$ cat config.mk
export PLATFORM = sky130hd
export DESIGN_NAME = char_stream_source_flat
export DESIGN_NICKNAME = d
export VERILOG_FILES = /design/src/rtl/char_stream_source_pkg.sv /design/src/rtl/char_stream_source_if.sv /design/src/rtl/char_stream_source_char_buffer.sv /design/src/rtl/char_stream_source.sv /design/src/flat_wrapper.sv
export SDC_FILE = /design/constraint.sdc
export NUM_CORES = 1
export LEC_CHECK = 0
export BUFFER_PORTS_ARGS = -buffer_cell sky130_fd_sc_hd__buf_2
export CAP_MARGIN = 20
export CELL_PAD_IN_SITES_DETAIL_PLACEMENT = 1
export CELL_PAD_IN_SITES_GLOBAL_PLACEMENT = 1
export CORE_AREA = 2 2 201 203
export DETAILED_ROUTE_END_ITERATION = 10
export DIE_AREA = 0 0 203 205
export PLACE_DENSITY_LB_ADDON = 0.08
export SYNTH_ARGS = -nofsm -noshare
export SYNTH_HDL_FRONTEND = slang
export SYNTH_HIERARCHICAL = 1
export SYNTH_SLANG_ARGS = --single-unit
export TNS_END_PERCENT = 50
$ cat constraint.sdc
create_clock -name clk_25mhz -period 4.9 [get_ports clk_25mhz]
set_input_delay 0.245 -clock clk_25mhz [delete_from_list [all_inputs] [get_ports clk_25mhz]]
set_output_delay 0.245 -clock clk_25mhz [all_outputs]
set_load 0.005 [all_outputs]
$ cat src/rtl/char_stream_source_pkg.sv
// char_stream_pkg: shared state encoding, terminator default and ASCII codes for the character stream source.
package char_stream_pkg;

   typedef enum logic [1:0] {
      ST_IDLE,
      ST_STREAM,
      ST_TERM
   } state_t;

   localparam int TERM_DEFAULT = 0;

   localparam logic [7:0] SPACE     = 8'd32;
   localparam logic [7:0] BACKSLASH = 8'd92;
   localparam logic [7:0] DOT       = 8'd46;
   localparam logic [7:0] EQUALS    = 8'd61;

endpackage

$ cat src/rtl/char_stream_source_if.sv
// char_stream_source_if: load/control/stream signals between a controller and the character stream source.
interface char_stream_source_if #(
   parameter int DATA_W = 8,
   parameter int DEPTH  = 64,
   parameter int ADDR_W = $clog2(DEPTH)
);

   logic              wr_en;
   logic [DATA_W-1:0] wr_data;
   logic              wr_clear;
   logic              start;
   logic              repeat_mode;
   logic              abort;
   logic [DATA_W-1:0] data_out;
   logic              data_valid;
   logic              data_ready;
   logic              busy;
   logic              done;
   logic [ADDR_W:0]   length;
   logic              write_err;

   modport master (
      output wr_en, wr_data, wr_clear, start, repeat_mode, abort, data_ready,
      input  data_out, data_valid, busy, done, length, write_err
   );

   modport slave (
      input  wr_en, wr_data, wr_clear, start, repeat_mode, abort, data_ready,
      output data_out, data_valid, busy, done, length, write_err
   );

endinterface

$ cat src/rtl/char_stream_source_char_buffer.sv
// char_buffer: DEPTH x DATA_W storage, one write port and one synchronous read port, unreset so it maps to block RAM.
module char_buffer #(
   parameter int DATA_W = 8,
   parameter int DEPTH  = 64,
   parameter int ADDR_W = $clog2(DEPTH)
) (
   input  logic              clk,
   input  logic              wr_en,
   input  logic [ADDR_W-1:0] wr_addr,
   input  logic [DATA_W-1:0] wr_data,
   input  logic [ADDR_W-1:0] rd_addr,
   output logic [DATA_W-1:0] rd_data
);

   logic [DATA_W-1:0] mem [DEPTH];
   logic [DATA_W-1:0] rd_data_q;

   always_ff @(posedge clk) begin
      if (wr_en) mem[wr_addr] <= wr_data;
      rd_data_q <= mem[rd_addr];
   end

   assign rd_data = rd_data_q;

endmodule

$ cat src/rtl/char_stream_source.sv
// char_stream_source: streams a loaded character buffer over valid/ready, then one terminator word; finishes or repeats.
module char_stream_source
   import char_stream_pkg::*;
#(
   parameter int                DATA_W = 8,
   parameter int                DEPTH  = 64,
   parameter int                ADDR_W = $clog2(DEPTH),
   parameter logic [DATA_W-1:0] TERM   = DATA_W'(TERM_DEFAULT)
) (
   input logic clk_25mhz,
   input logic reset_n,
   char_stream_source_if.slave bus
);

   localparam logic [ADDR_W:0]   FULL     = (ADDR_W + 1)'(DEPTH);
   localparam logic [ADDR_W:0]   LEN_ONE  = (ADDR_W + 1)'(1);
   localparam logic [ADDR_W-1:0] IDX_ONE  = ADDR_W'(1);

   state_t            state_q, state_d;
   logic [ADDR_W-1:0] idx_q, idx_d;
   logic [ADDR_W:0]   len_q, len_d;
   logic              done_q, done_d;
   logic              werr_q, werr_d;
   logic [DATA_W-1:0] rd_data;
   logic              xfer, last, wr_ok;

   assign xfer  = state_q != ST_IDLE && bus.data_ready;
   assign last  = {1'b0, idx_q} == len_q - LEN_ONE;
   assign wr_ok = state_q == ST_IDLE && bus.wr_en && !bus.wr_clear && !bus.start && len_q != FULL;

   always_comb begin
      state_d = state_q;
      idx_d   = idx_q;
      len_d   = len_q;
      done_d  = 1'b0;
      werr_d  = bus.wr_en && (state_q != ST_IDLE || bus.start || (!bus.wr_clear && len_q == FULL));
      if (state_q == ST_IDLE) begin
         if (bus.start) begin
            state_d = len_q == '0 ? ST_TERM : ST_STREAM;
            idx_d   = '0;
         end else if (bus.wr_clear) begin
            len_d = '0;
         end else if (wr_ok) begin
            len_d = len_q + LEN_ONE;
         end
      end else if (bus.abort) begin
         state_d = ST_IDLE;
         idx_d   = '0;
      end else if (xfer) begin
         if (state_q == ST_STREAM) begin
            state_d = last ? ST_TERM : ST_STREAM;
            idx_d   = last ? '0 : idx_q + IDX_ONE;
         end else if (bus.repeat_mode) begin
            state_d = len_q == '0 ? ST_TERM : ST_STREAM;
            idx_d   = '0;
         end else begin
            state_d = ST_IDLE;
            done_d  = 1'b1;
         end
      end
   end

   always_ff @(posedge clk_25mhz or negedge reset_n) begin
      if (!reset_n) begin
         state_q <= ST_IDLE;
         idx_q   <= '0;
         len_q   <= '0;
         done_q  <= 1'b0;
         werr_q  <= 1'b0;
      end else begin
         state_q <= state_d;
         idx_q   <= idx_d;
         len_q   <= len_d;
         done_q  <= done_d;
         werr_q  <= werr_d;
      end
   end

   // Reading at idx_d lets the next byte appear right after a transfer and re-reads the same byte during a stall.
   char_buffer #(
      .DATA_W (DATA_W),
      .DEPTH  (DEPTH),
      .ADDR_W (ADDR_W)
   ) u_buf (
      .clk     (clk_25mhz),
      .wr_en   (wr_ok),
      .wr_addr (len_q[ADDR_W-1:0]),
      .wr_data (bus.wr_data),
      .rd_addr (idx_d),
      .rd_data (rd_data)
   );

   assign bus.data_out   = state_q == ST_STREAM ? rd_data : TERM;
   assign bus.data_valid = state_q != ST_IDLE;
   assign bus.busy       = state_q != ST_IDLE;
   assign bus.done       = done_q;
   assign bus.length     = len_q;
   assign bus.write_err  = werr_q;

endmodule

$ cat src/flat_wrapper.sv
// flat-port wrapper written by rule: the top's interface ports become plain ports
module char_stream_source_flat import char_stream_pkg::*;
#(
   parameter int                DATA_W = 8,
   parameter int                DEPTH  = 64,
   parameter int                ADDR_W = $clog2(DEPTH),
   parameter logic [DATA_W-1:0] TERM   = DATA_W'(TERM_DEFAULT)
)
  (clk_25mhz, reset_n, bus_wr_en, bus_wr_data, bus_wr_clear, bus_start, bus_repeat_mode, bus_abort, bus_data_ready, bus_data_out, bus_data_valid, bus_busy, bus_done, bus_length, bus_write_err);
  char_stream_source_if #(.DATA_W(DATA_W), .DEPTH(DEPTH), .ADDR_W(ADDR_W)) bus_i ();
  input logic clk_25mhz;
  input logic reset_n;
  input wire logic [$bits(bus_i.wr_en)-1:0] bus_wr_en;
  input wire logic [$bits(bus_i.wr_data)-1:0] bus_wr_data;
  input wire logic [$bits(bus_i.wr_clear)-1:0] bus_wr_clear;
  input wire logic [$bits(bus_i.start)-1:0] bus_start;
  input wire logic [$bits(bus_i.repeat_mode)-1:0] bus_repeat_mode;
  input wire logic [$bits(bus_i.abort)-1:0] bus_abort;
  input wire logic [$bits(bus_i.data_ready)-1:0] bus_data_ready;
  output wire logic [$bits(bus_i.data_out)-1:0] bus_data_out;
  output wire logic [$bits(bus_i.data_valid)-1:0] bus_data_valid;
  output wire logic [$bits(bus_i.busy)-1:0] bus_busy;
  output wire logic [$bits(bus_i.done)-1:0] bus_done;
  output wire logic [$bits(bus_i.length)-1:0] bus_length;
  output wire logic [$bits(bus_i.write_err)-1:0] bus_write_err;
  assign bus_i.wr_en = bus_wr_en;
  assign bus_i.wr_data = bus_wr_data;
  assign bus_i.wr_clear = bus_wr_clear;
  assign bus_i.start = bus_start;
  assign bus_i.repeat_mode = bus_repeat_mode;
  assign bus_i.abort = bus_abort;
  assign bus_i.data_ready = bus_data_ready;
  assign bus_data_out = bus_i.data_out;
  assign bus_data_valid = bus_i.data_valid;
  assign bus_busy = bus_i.busy;
  assign bus_done = bus_i.done;
  assign bus_length = bus_i.length;
  assign bus_write_err = bus_i.write_err;
  char_stream_source #(.DATA_W(DATA_W), .DEPTH(DEPTH), .ADDR_W(ADDR_W), .TERM(TERM)) u_core (.clk_25mhz(clk_25mhz), .reset_n(reset_n), .bus(bus_i));
endmodule
After elaboration in Yosys (flattened, before gate mapping)
Memories as Yosys holds them, arrays and structs flattened. A register that Yosys moved wholly into a read port is not among the register bits.
Index checks and enable logic that the tools add are counted.
Operators by class
  reductions and logical operators: 18
  $add $sub $neg: 3
  bitwise gates (word level): 1
  multiplexer cells: 25
  eq/ne operators: 5
Operators with widths (count)
  $mux 6: 7
  $mux 2: 8
  $mux 7: 2
  $mux 8: 1
  $add 7x1->7 const B: 1
  $eq 6x7->1: 1
  $eq 7x7->1 const B: 1
  $logic_and 1x1->1: 7
  $logic_not 7->1: 1
  $mux 1: 7
  $ne 7x7->1 const B: 1
  $sub 7x1->7 const B: 1
  $add 6x1->6 const B: 1
  $reduce_bool 2->1: 2
  $reduce_and 3->1: 1
  $reduce_bool 3->1: 1
  $eq 2x1->1 const B: 1
  $logic_not 1->1: 2
  $logic_not 2->1: 1
  $logic_or 1x1->1: 2
  $ne 2x2->1 const B: 1
  $reduce_and 2->1: 1
  $not 1->1: 1
Storage, ports and cells
  output and inout bits: 19
  bits of input ports: 16
  bits in writable memories: 512
  word-level logic and storage cells: 58
  flip-flop bits (word level): 17
  memories: 1
Memories
  u_core.u_buf.mem: words 64, bits a word 8, read ports 1, clocked after memory_dff 1, write ports 1, line char_stream_source_char_buffer.sv:15  | logic [DATA_W-1:0] mem [DEPTH];

Logic depth before layout (Yosys ltp)
Gate-level depths: netlist of the first run.
  depth after elaboration: 7
  depth in mapped cells: 16
  depth with buffers taken out: 12

By module
Netlist of the first run, hierarchy kept.
Modules (own cells, without submodules)
  char_buffer: cells each 940, area an instance 20166.8 um2, times used 1
  char_stream_source: cells each 137, area an instance 1199.9 um2, times used 1

Least setup slack after synthesis of the first run
Ideal clock, no wire load.
  path kind: register to register
  start point: register u_core.len_q[2] (netlist: u_core/bus.length[2])
  end point: register u_core.u_buf.rd_data_q[3] (netlist: u_core/u_buf/rd_data[3]) (read register of u_core.u_buf.mem)
  setup slack: 1.370 ns
  library setup time: 0.139 ns
  arrival time: 3.391 ns
  cell stages (with the launch flop): 13
  cells stage by stage: dfrtp_1 buf_6 or3_4 or3_4 o211ai_2 o21ai_2 o21ai_0 buf_6 buf_4 mux4_2 mux4_2 o21ai_1 o41ai_1
Between the ends
  cells in the longest elaborated chain, start to end: 7
RTL lines
  start: declaration: line char_stream_source.sv:21  | logic [ADDR_W:0] len_q, len_d;
  start signal: assignment: line char_stream_source.sv:73  | len_q <= len_d;
  $sub 7x1->7: line char_stream_source.sv:28  | assign last = {1'b0, idx_q} == len_q - LEN_ONE;
  $eq 6x7->1: line char_stream_source.sv:28
  $mux 6: line char_stream_source.sv:52  | idx_d = last ? '0 : idx_q + IDX_ONE;
  $mux 6: line char_stream_source.sv:50  | if (state_q == ST_STREAM) begin
  $mux 6: line char_stream_source.sv:49  | end else if (xfer) begin
  $mux 6: line char_stream_source.sv:46  | end else if (bus.abort) begin
  $mux 6: line char_stream_source.sv:37  | if (state_q == ST_IDLE) begin
  via u_core.idx_d[0]: line char_stream_source.sv:20  | logic [ADDR_W-1:0] idx_q, idx_d;
  end: declaration: line char_stream_source_char_buffer.sv:16  | logic [DATA_W-1:0] rd_data_q;
The timed path passes the listed nets, and every way through them passes these cells.
A chain may end at the register's enable or synchronous reset.

Worst setup path in the final report of the first run
Same ends and word-level chain as after synthesis.

==> impl_metrics.py, run 1 <==
metrics = {
    "run_status": {
        "status": "complete, no violations",
    },
    "worst_setup_path": {
        "critPathTopFamily": "compound AO/OA/AOI/OAI gates",
        "crit_top_cell": "or3_4",
        "arrival_ns": 4.90,
        "worst_setup_path_start_kind": "flop",
        "worst-path-buf-inv": 2,
        "slowest_delay_ns": 0.92,
        "cp-end-kind": "flop",
        "path_class": "reg -> reg",
        "cp_max_fo": 40,
        "cp.required_ns": 5.37,
        "cp_slowest_cell": "a2111oi_0",
        "path_cells": "or3_4 -> or3_4 -> o211ai_2 -> nor2_1 -> o31ai_4 -> buf_12 -> buf_4 -> mux4_2 -> nor2b_1 -> a2111oi_0 -> o41ai_1",
    },
    "clock_network": {
        "clockRootBuffer": "clkbuf_16",
        "cts_resized": 0,
        "path_clk_slew_ns": 0.07,
        "clock_path_buffers": 3,
        "cts.sinks": 537,
        "postCtsSetupBuffers": 0,
        "numCtsBuffers": 54,
        "cts_hold_buf": 5,
        "htreeDepth": 2,
        "cts_tree": "yes",
        "clk_latency_ns": 0.63,
    },
    "pwr": {
        "peakVddDrop_v": 0.000530,
        "p_leak_nw": 7.53,
        "powerDensity_nw_per_um2": 414,
        "power.total_mw": 10.0,
    },
    "layout": {
        "drive_above_1_share_pct": 26.4,
        "final_cell_mix": "edfxtp_1 (512), mux4_2 (126), nor2_1 (91), clkbuf_16 (57), buf_4 (49)",
        "syn_to_final_growth_pct": 13.5,
        "fin_area_sq_um": 24200,
        "layout_commonest_cell": "edfxtp_1",
        "stdcell_count": 1748,
        "nFillCells": 3330,
        "nets": 1196,
        "finalCoreUtilization_pct": 61.6,
    },
    "sta": {
        "finalHoldViolCount": 0,
        "slew_violations": 0,
        "slew_headroom_pct": 25.5,
        "setup_violations": 0,
        "min_period_ns": 4.43,
        "rsz0062_at_grt": "no",
        "setup_ws_ns": 0.471,
        "hold_slack_ns": 0.0398,
        "setup_tns_ns": 0,
        "period_share_pct": 90.4,
        "fmax_mhz": 226,
        "finalClockSkew_ns": 0.0300,
        "worstMarginPinSlew_ns": 1.11,
    },
    "placed_design": {
        "dp_hpwl_microns": 33000,
        "place_area_sq_um": 22400,
        "place.gp.congestion": 0.821,
        "io_buffers": 34,
        "place_ws_ns": 0.531,
        "dp_cells": 1638,
    },
    "global_route": {
        "grt_pass1_wl_microns": 78500,
        "grt_pass1_vias": 11500,
        "grt_overflow": 0,
        "antenna_found_initial": 3,
        "grtUsageTotal_pct": 26.7,
        "grt_start_max_net_pins": 65,
    },
    "logic_synthesis": {
        "netlist_instances": 1077,
        "ys.flop_type": "edfxtp_1",
        "synth_fp_nets": 1096,
        "synth_edf_count": 512,
        "synth_compound_area_share_pct": 3.06,
        "ys_seq_area_share_pct": 74.7,
        "synth_fa_ha_area_share_pct": 0.176,
        "async_flop_share_pct": 3.17,
        "synth.distinct_cells": 61,
        "synth_top_family_by_area": "multiplexers",
        "netlist_area_sq_um": 21400,
        "synthMuxAreaShare_pct": 15.0,
        "synth_seq_cells": 537,
        "synth-simple-area-share_pct": 4.83,
        "synth_area_per_cell_sq_um": 19.8,
        "synth-xor-area-share_pct": 0.492,
        "yosysWarnings": 6,
    },
    "route": {
        "first_pass_iters": 5,
        "drtIter0Drc": 916,
        "wl_microns": 53100,
        "wl_met3_microns": 3660,
        "met1Wirelength_microns": 22000,
        "detail-route-antenna-nets": 0,
        "vias": 10900,
        "dr.max_layer_used": "met4",
        "routed_via_density": 6.24,
        "wl_met2_microns": 25700,
        "wire_per_inst_microns": 30.4,
        "drcViolationCount": 0,
    },
    "floorplan": {
        "rows": 73,
        "die_h_microns": 205,
        "fp.coreArea_sq_um": 39400,
        "fp.dieArea_sq_um": 41600,
        "initial_core_util_pct": 54.3,
        "die_w_microns": 203,
        "ioPinCount": 35,
    },
    "hold_path": {
        "min_path_type": "in -> reg",
    },
    "flow_run": {
        "drv_cap": 0,
    },
}
-- Yosys cell counts (9+ instances only) --
master	number	area [sq um]
buf_2	11	55.1
dfrtp_1	17	425
nand2b_1	9	56.3
and2_1	10	62.6
edfxtp_1	512	15400
nand3_1	17	85.1
nand2_1	35	131
clkbuf_1	18	67.6
mux2i_1	23	230
nor2_1	91	342
buf_4	14	105
mux4_2	126	2840
nor3_1	11	55.1
nor2b_1	17	106
o21ai_0	9	45.0
o22ai_1	9	56.3
mux2_2	13	146
-- area by class of cell --
class	count	area (sq um)	area share, %
sequential	537	16000	65.8
multi-input combinational	479	5090	21.0
clock buffer	73	1520	6.26
timing repair buffer	98	778	3.21
tap	525	657	2.71
clock inverter	28	210	0.867
inverter	7	26.3	0.108
antenna	1	2.50	0.0103
-- metal layers --
metal  vias up  GRT usage [%]
met5         -              0
met4         0           10.1
met3        92           5.22
met2       370           42.4
met1      5824           37.2
li1       4625              -
-- tightest hold or removal path, cell delays in order --
cell and delay (ns):
buf_2 0.14, a21oi_1 0.13, a211o_1 0.11
-- report_power, final --
part	switching (mW)	leakage, nW	total [mW]	internal (mW)
registers	0.0310	4.90	5.10	5.07
clock network	1.70	0.846	4.02	2.32
logic	0.515	1.78	0.916	0.401
total	2.25	7.53	10.0	7.79
-- worst paths after layout --
path,start,endpoint,slack (ns),cells past startpoint
worst max-delay path,u_core/bus.length[2]$_DFFE_PN0P_,u_core/u_buf/rd_data[3]$_DFF_P_,0.47,11
worst min-delay path,bus_data_ready,u_core/state_q[1]$_DFFE_PN0P_,0.04,3
worst max register to register,u_core/bus.length[2]$_DFFE_PN0P_,u_core/u_buf/rd_data[3]$_DFF_P_,0.47,11
worst min register to register,u_core/bus.length[0]$_DFFE_PN0P_,u_core/bus.length[0]$_DFFE_PN0P_,0.55,3
max in group asynchronous,reset_n,u_core/idx_q[1]$_DFF_PN0_,4.50,2
min in group asynchronous,reset_n,u_core/state_q[0]$_DFFE_PN0P_,0.09,2
-- cell families (layout without fill, tap and decap cells) --
| group | count (synthesis) | after routing |
|---|---|---|
| adder cells (fa/ha/maj) | 3 | 3 |
| multiplexers | 162 | 162 |
| AND/OR/NAND/NOR | 216 | 216 |
| XOR/XNOR | 12 | 12 |
| buffers and inverters | 61 | 206 |
| flip-flops | 537 | 537 |
| other | 0 | 1 |
| AO/OA/AOI/OAI | 86 | 86 |
-- sequential cells by signal, indices dropped and copies added, names as in the netlist --
| register | cells |
|---|---|
| u_core/bus.length | 7 |
| u_core/bus.write_err | 1 |
| u_core/state_q | 2 |
| u_core/u_buf/rd_data | 8 |
| u_core/u_buf/mem | 512 |
| u_core/idx_q | 6 |
| u_core/bus.done | 1 |
Note: power is estimated with default switching activity, not from simulation.
==> inputs of run 2 (changes only) <==
Settings changed: CORE_AREA 2 2 201 203 to 10 10 243 245, DIE_AREA 0 0 203 205 to 0 0 253 255.
==> run 2 against run 1 <==
Against the previous run:
- critical path depth increased by 2
- clock-buffer cell count grew 3
- clock skew down 0.0029 ns
- highest routed layer unchanged
==> impl_metrics.py, run 2 (same netlist as run 1, synthesis figures left out) <==
metrics = {
    "run_status": {
        "status": "complete, no violations",
    },
    "clock_network": {
        "htreeDepth": 2,
        "path_clk_slew_ns": 0.07,
        "numCtsBuffers": 57,
        "clk_latency_ns": 0.61,
        "clock_path_buffers": 3,
        "cts_resized": 0,
        "postCtsSetupBuffers": 0,
        "cts_tree": "yes",
        "clockRootBuffer": "clkbuf_16",
        "cts.sinks": 537,
    },
    "layout": {
        "regMostFlops": "u_core/u_buf/mem",
        "nets": 1216,
        "multi_input_area_sq_um": 5090,
        "largest_reg_flops": 512,
        "layout_commonest_cell": "edfxtp_1",
        "finalCoreUtilization_pct": 45.6,
        "nFillCells": 5047,
        "stdcell_count": 1952,
        "final-seq-area_sq_um": 16000,
        "final_cell_mix": "edfxtp_1 (512), mux4_2 (126), nor2_1 (91), buf_4 (65), clkbuf_16 (59)",
        "syn_to_final_growth_pct": 16.2,
        "drive_above_1_share_pct": 27.9,
    },
    "route": {
        "vias": 10900,
        "first_pass_iters": 4,
        "drcViolationCount": 0,
        "drtIter0Drc": 938,
        "routed_via_density": 5.59,
        "detail-route-antenna-nets": 0,
        "wl_microns": 56800,
        "wire_per_inst_microns": 29.1,
    },
    "floorplan": {
        "die_h_microns": 255,
        "ioPinCount": 35,
        "fp.dieArea_sq_um": 64500,
        "fp.coreArea_sq_um": 54400,
        "die_w_microns": 253,
        "rows": 86,
        "initial_core_util_pct": 39.2,
    },
    "placed_design": {
        "dp_hpwl_microns": 35200,
        "place_ws_ns": 0.480,
        "io_buffers": 34,
        "dp_cells": 1835,
        "place.gp.congestion": 0.763,
    },
    "sta": {
        "rsz0062_at_grt": "no",
        "finalHoldViolCount": 0,
        "setup_ws_ns": 0.450,
        "min_period_ns": 4.45,
        "slew_headroom_pct": 29.8,
        "fmax_mhz": 225,
        "worstMarginPinSlew_ns": 1.05,
        "setup_violations": 0,
        "setup_tns_ns": 0,
        "period_share_pct": 90.8,
        "finalClockSkew_ns": 0.0271,
        "slew_violations": 0,
    },
    "hold_path": {
        "min_path_type": "in -> reg",
    },
    "pwr": {
        "seqPwrFrac_pct": 48.9,
        "p_int_mw": 8.18,
        "sw_frac_of_total_pct": 22.1,
        "p_sw_mw": 2.32,
        "clkPwrFrac_pct": 42.9,
        "peakVddDrop_v": 0.000321,
        "combPwrFrac_pct": 8.2,
        "p_leak_nw": 7.73,
        "powerDensity_nw_per_um2": 423,
    },
    "global_route": {
        "grt_start_max_net_pins": 65,
        "grt_pass1_vias": 11300,
        "grtUsageTotal_pct": 17.8,
        "grt_pass1_wl_microns": 83000,
        "antenna_found_initial": 1,
        "grt_overflow": 0,
    },
    "worst_setup_path": {
        "r2r_slack_ns": 0.45,
        "worst_setup_path_start_kind": "flop",
        "arrival_ns": 4.92,
        "cp-end-kind": "flop",
        "path_class": "reg -> reg",
        "cp.required_ns": 5.37,
        "cp_max_fo": 36,
    },
    "flow_run": {
        "drv_cap": 0,
    },
}
[run 2: area by class of cell]
cell class / count / share of cell area [%]
well taps: 704 / 3.55
clock inverters: 32 / 1.69
inverters: 7 / 0.106
clock buffers: 76 / 6.20
multi-input cells: 479 / 20.5
flip-flops and latches: 537 / 64.3
repair buffers: 115 / 3.63
diodes: 2 / 0.0202
[run 2: power groups by stage]
stage / logic, mW / clock network [mW] / registers (mW)
final: 0.859 / 4.50 / 5.13
after global routing: 0.948 / 4.80 / 5.14
after CTS: 0.878 / 4.61 / 5.13
after detailed placement: 0.871 / 0 / 5.23
after global placement: 0.869 / 0 / 5.22
after floorplan: 0.582 / 0 / 5.20
[run 2: final timing paths]
path                                                   from  cells after the start                               end
min in group asynchronous                           reset_n                      2  u_core/bus.length[6]$_DFFE_PN0P_
max in group asynchronous                           reset_n                      2         u_core/bus.done$_DFF_PN0_
hold / removal                                    bus_start                      3    u_core/bus.write_err$_DFF_PN0_
setup / recovery           u_core/bus.length[0]$_DFFE_PN0P_                     13   u_core/u_buf/rd_data[6]$_DFF_P_
setup reg to reg           u_core/bus.length[0]$_DFFE_PN0P_                     13   u_core/u_buf/rd_data[6]$_DFF_P_
hold reg to reg            u_core/bus.length[6]$_DFFE_PN0P_                      2    u_core/bus.write_err$_DFF_PN0_
[run 2: routing by layer]
layer  track usage (%)  vias up  share of wire [%]
li1                  -     4677                  -
met1              25.5     5889                 46
met2              27.5      264                 46
met3              3.51       74                5.4
met4              4.65        0                2.0
met5                 0        -                  0
[run 2: timing repair]
item | in CTS | in global routing
hold endpoints to repair | 21 | 0
endpoints found under the setup margin | 0 | 0
hold buffers | 5 | 0
[run 2: through the flow]
step / cell area, sq um / power (mW) / hold slack, ns
3_5_place_dp: 22800 / 6.10 / 0.227
4_1_cts: 24800 / 10.6 / 0.00141
3_3_place_gp: 22700 / 6.09 / 0.218
2_1_floorplan: 21400 / 5.78 / -0.0506
6_report: 24800 / 10.5 / 0.0401
5_1_grt: 24800 / 10.9 / 0.0312
[run 2: critical path, cell delays in order (launching register included)]
cell     delay [ns]
dfrtp_1        0.65
inv_1          0.14
ha_1           0.27
xor2_1         0.18
xnor2_1        0.15
nand4_1        0.18
o21ai_2        0.17
o21ai_4        0.25
buf_12         0.32
mux4_2         0.57
mux2_2         0.29
o221a_2        0.30
nor3_1         0.60
o32ai_1        0.17
==> inputs of run 3 (changes only) <==
Settings changed: ABC_AREA from default to 1, CORE_AREA 10 10 243 245 to 10 10 250 252, DIE_AREA 0 0 253 255 to 0 0 260 262.
==> run 3 against run 2 <==
Against the previous run:
- flip-flop and latch count unchanged
- cell count up 50%
- utilization shrank 0.37 points
- first-iteration DRC count grew 14%
- global-route usage increased by 2.6 points
- clock power barely moved
- combinational power rose to 3.7 times the previous value
- critical path depth rose by 8
- wire length rose by 22%
- synthesized area grew 6.6%
- largest cell class unchanged
==> impl_metrics.py, run 3 <==
metrics = {
    "pwr": {
        "peakVddDrop_v": 0.000323,
        "powerDensity_nw_per_um2": 499,
        "combPwrFrac_pct": 24.8,
        "p_int_mw": 8.65,
        "p_sw_mw": 4.29,
        "seqPwrFrac_pct": 40.4,
        "p_leak_nw": 9.59,
        "power.total_mw": 12.9,
        "clkPwrFrac_pct": 34.9,
        "sw_frac_of_total_pct": 33.1,
    },
    "global_route": {
        "grtUsageTotal_pct": 20.4,
        "antenna_found_initial": 0,
        "grt-busiest-layer": "met2",
        "grt_pass1_vias": 16200,
        "met2_usage_pct": 32.9,
        "grt_overflow": 0,
        "grt_pass1_wl_microns": 105000,
        "grt_start_max_net_pins": 131,
        "grtUsageMet3_pct": 3.24,
        "met1_usage_pct": 28.2,
    },
    "layout": {
        "syn_to_final_growth_pct": 13.9,
        "final-seq-area_sq_um": 16000,
        "largest_reg_flops": 512,
        "final_cell_mix": "nand2_1 (718), edfxtp_1 (512), nand3_1 (456), buf_4 (88), nor2_1 (81)",
        "nets": 2131,
        "layout_commonest_cell": "nand2_1",
        "nFillCells": 6120,
        "regMostFlops": "u_core/u_buf/mem",
        "multi_input_area_sq_um": 5800,
        "fin_area_sq_um": 25900,
        "drive_above_1_share_pct": 11.4,
        "diodes": 0,
    },
    "placed_design": {
        "place.gp.congestion": 0.805,
        "place_ws_ns": 0.800,
        "dp_hpwl_microns": 41100,
        "place_area_sq_um": 23900,
        "io_buffers": 34,
    },
    "sta": {
        "setup_violations": 0,
        "min_period_ns": 4.16,
        "finalClockSkew_ns": 0.0218,
        "period_share_pct": 84.9,
        "fmax_mhz": 240,
        "slew_violations": 0,
        "finalHoldViolCount": 0,
        "worstMarginPinSlew_ns": 0.927,
        "slew_headroom_pct": 38.2,
        "setup_tns_ns": 0,
        "setup_ws_ns": 0.741,
        "rsz0062_at_grt": "no",
        "hold_slack_ns": 0.0513,
    },
    "worst_setup_path": {
        "ff2ff_path_depth": 21,
        "arrival_ns": 4.71,
        "worst_setup_path_start_kind": "flop",
        "r2r_slack_ns": 0.74,
        "crit_end": "u_core/u_buf/rd_data[2]$_DFF_P_",
        "cp-startpoint": "u_core/bus.length[0]$_DFFE_PN0P_",
        "cp-end-kind": "flop",
        "cp_slowest_cell": "dfrtp_1",
        "cp_max_fo": 58,
        "cp.required_ns": 5.45,
        "r2r_end": "u_core/u_buf/rd_data[2]$_DFF_P_",
        "slowest_delay_ns": 0.66,
        "path_cells": "inv_1 -> ha_1 -> xnor2_1 -> nor2_1 -> nand2_2 -> nor2_4 -> nand2_4 -> nand3_1 -> nand2_1 -> nand2_1 -> nand2_4 -> inv_8 -> buf_4 -> nand2_1 -> nand3_1 -> nand3_1 -> nand2_1 -> nand2_1 -> nand3_1 -> nand3_1 -> nand2_1",
        "rr_startpoint": "u_core/bus.length[0]$_DFFE_PN0P_",
        "path_class": "reg -> reg",
        "crit_top_cell": "nand2_1",
    },
    "clock_network": {
        "cts_hold_buf": 6,
        "htreeDepth": 2,
        "numCtsBuffers": 59,
        "postCtsSetupBuffers": 0,
        "cts.sinks": 537,
        "clock_path_buffers": 3,
        "clk_latency_ns": 0.63,
        "cts_tree": "yes",
        "clockRootBuffer": "clkbuf_16",
        "cts_resized": 0,
        "path_clk_slew_ns": 0.06,
    },
    "route": {
        "first_pass_iters": 5,
        "vias": 15600,
        "drtIter0Drc": 1066,
        "wl_microns": 69400,
        "detail-route-antenna-nets": 0,
        "routed_via_density": 5.32,
        "wire_per_inst_microns": 23.7,
        "drcViolationCount": 0,
    },
    "logic_synthesis": {
        "yosysMostFrequentCell": "nand2_1",
        "synth_compound_area_share_pct": 0.571,
        "async_flop_share_pct": 3.17,
        "synth_fp_nets": 2050,
        "synth_area_leader_cell": "edfxtp_1",
        "synthMuxAreaShare_pct": 0,
        "netlist_instances": 2031,
        "synth_common_cells": "nand2_1 (721), edfxtp_1 (512), nand3_1 (456)",
        "synth-simple-area-share_pct": 24.4,
        "yosysWarnings": 6,
        "ys.flop_type": "edfxtp_1",
        "synth-xor-area-share_pct": 0.231,
        "synth_seq_cells": 537,
        "synth_edf_count": 512,
        "synth_area_per_cell_sq_um": 11.2,
        "synth_fa_ha_area_share_pct": 0.165,
        "ys_seq_area_share_pct": 70.1,
        "synthTopCellsByArea": "edfxtp_1 (68%), nand2_1 (12%), nand3_1 (10%)",
        "synth_top_family_by_area": "simple AND/OR/NAND/NOR gates",
        "synth.distinct_cells": 33,
        "synth_top_area_share_pct": 67.5,
        "netlist_area_sq_um": 22800,
    },
    "floorplan": {
        "die_w_microns": 260,
        "rows": 88,
        "fp.coreArea_sq_um": 57400,
        "fp.dieArea_sq_um": 68100,
        "initial_core_util_pct": 39.7,
        "ioPinCount": 35,
        "die_h_microns": 262,
    },
    "run_status": {
        "status": "complete, no violations",
    },
    "flow_run": {
        "drv_cap": 0,
    },
    "hold_path": {
        "min_path_type": "in -> reg",
    },
}
run 3: changes by cell type after synthesis, moves of 9 or more:
cell	change
mux2i_1	-23
and2_1	-10
buf_6	+31
nor2b_1	-17
mux4_2	-126
nand2_1	+686
nor2_1	-10
mux2_2	-13
nand3_1	+439
inv_1	+37
nand2b_1	-9
o22ai_1	-9
buf_2	+26
run 3: area by class of cell:
| type | count | area share (%) |
|---|---|---|
| Tap cell | 765 | 3.69 |
| Inverter | 50 | 0.762 |
| Sequential cell | 537 | 61.5 |
| Clock buffer | 82 | 6.26 |
| Multi-Input combinational cell | 1327 | 22.3 |
| Clock inverter | 30 | 1.30 |
| Timing Repair Buffer | 137 | 4.13 |
run 3: routing by layer:
metal  routed length, microns  share of wire, %
met5                        0                 0
met4                     1740               2.5
met3                     3390               4.9
met2                    32500                47
met1                    31700                46
run 3: cell families (layout without fill, tap and decap cells):
family,count (synthesis),in the layout
adder cells (fa/ha/maj),3,3
flip-flops,537,537
AND/OR/NAND/NOR,1295,1295
buffers and inverters,167,299
AO/OA/AOI/OAI,23,23
XOR/XNOR,6,6
run 3: worst min path at each step:
stage	start	endpoint	slack (ns)	cells past startpoint
finish	bus_data_ready	u_core/state_q[0]$_DFFE_PN0P_	0.05	4
global route	bus_start	u_core/bus.write_err$_DFF_PN0_	0.04	3
CTS	bus_start	u_core/bus.write_err$_DFF_PN0_	0.02	3
detailed placement	reset_n	u_core/bus.length[4]$_DFFE_PN0P_	0.22	1
global placement	reset_n	u_core/bus.write_err$_DFF_PN0_	0.22	1
floorplan	reset_n	u_core/bus.done$_DFF_PN0_	-0.05	0
run 3: critical path: cells and delay by family (launching register included):
| family | cells | cell delay (ns) |
|---|---|---|
| simple gates | 16 | 1.83 |
| xor+xnor | 1 | 0.13 |
| flops | 1 | 0.66 |
| fa+ha+maj | 1 | 0.38 |
| buf+inv | 3 | 0.99 |
run 3: through the flow:
step | cells | util (%)
floorplan | 2031 | -
global placement | 2810 | 41.7
detailed placement | 2810 | 41.7
CTS | 2928 | 45.2
global route | 2928 | 45.2
finish | 2928 | 45.2
run 3: power by group through the flow:
| stage | Combinational [mW] | Sequential (mW) | Clock, mW |
|---|---|---|---|
| final | 3.20 | 5.22 | 4.51 |
| after global routing | 3.57 | 5.24 | 4.79 |
| after CTS | 3.23 | 5.22 | 4.61 |
| after detailed placement | 3.21 | 5.32 | 0 |
| after global placement | 3.19 | 5.32 | 0 |
| after floorplan | 2.25 | 5.26 | 0 |
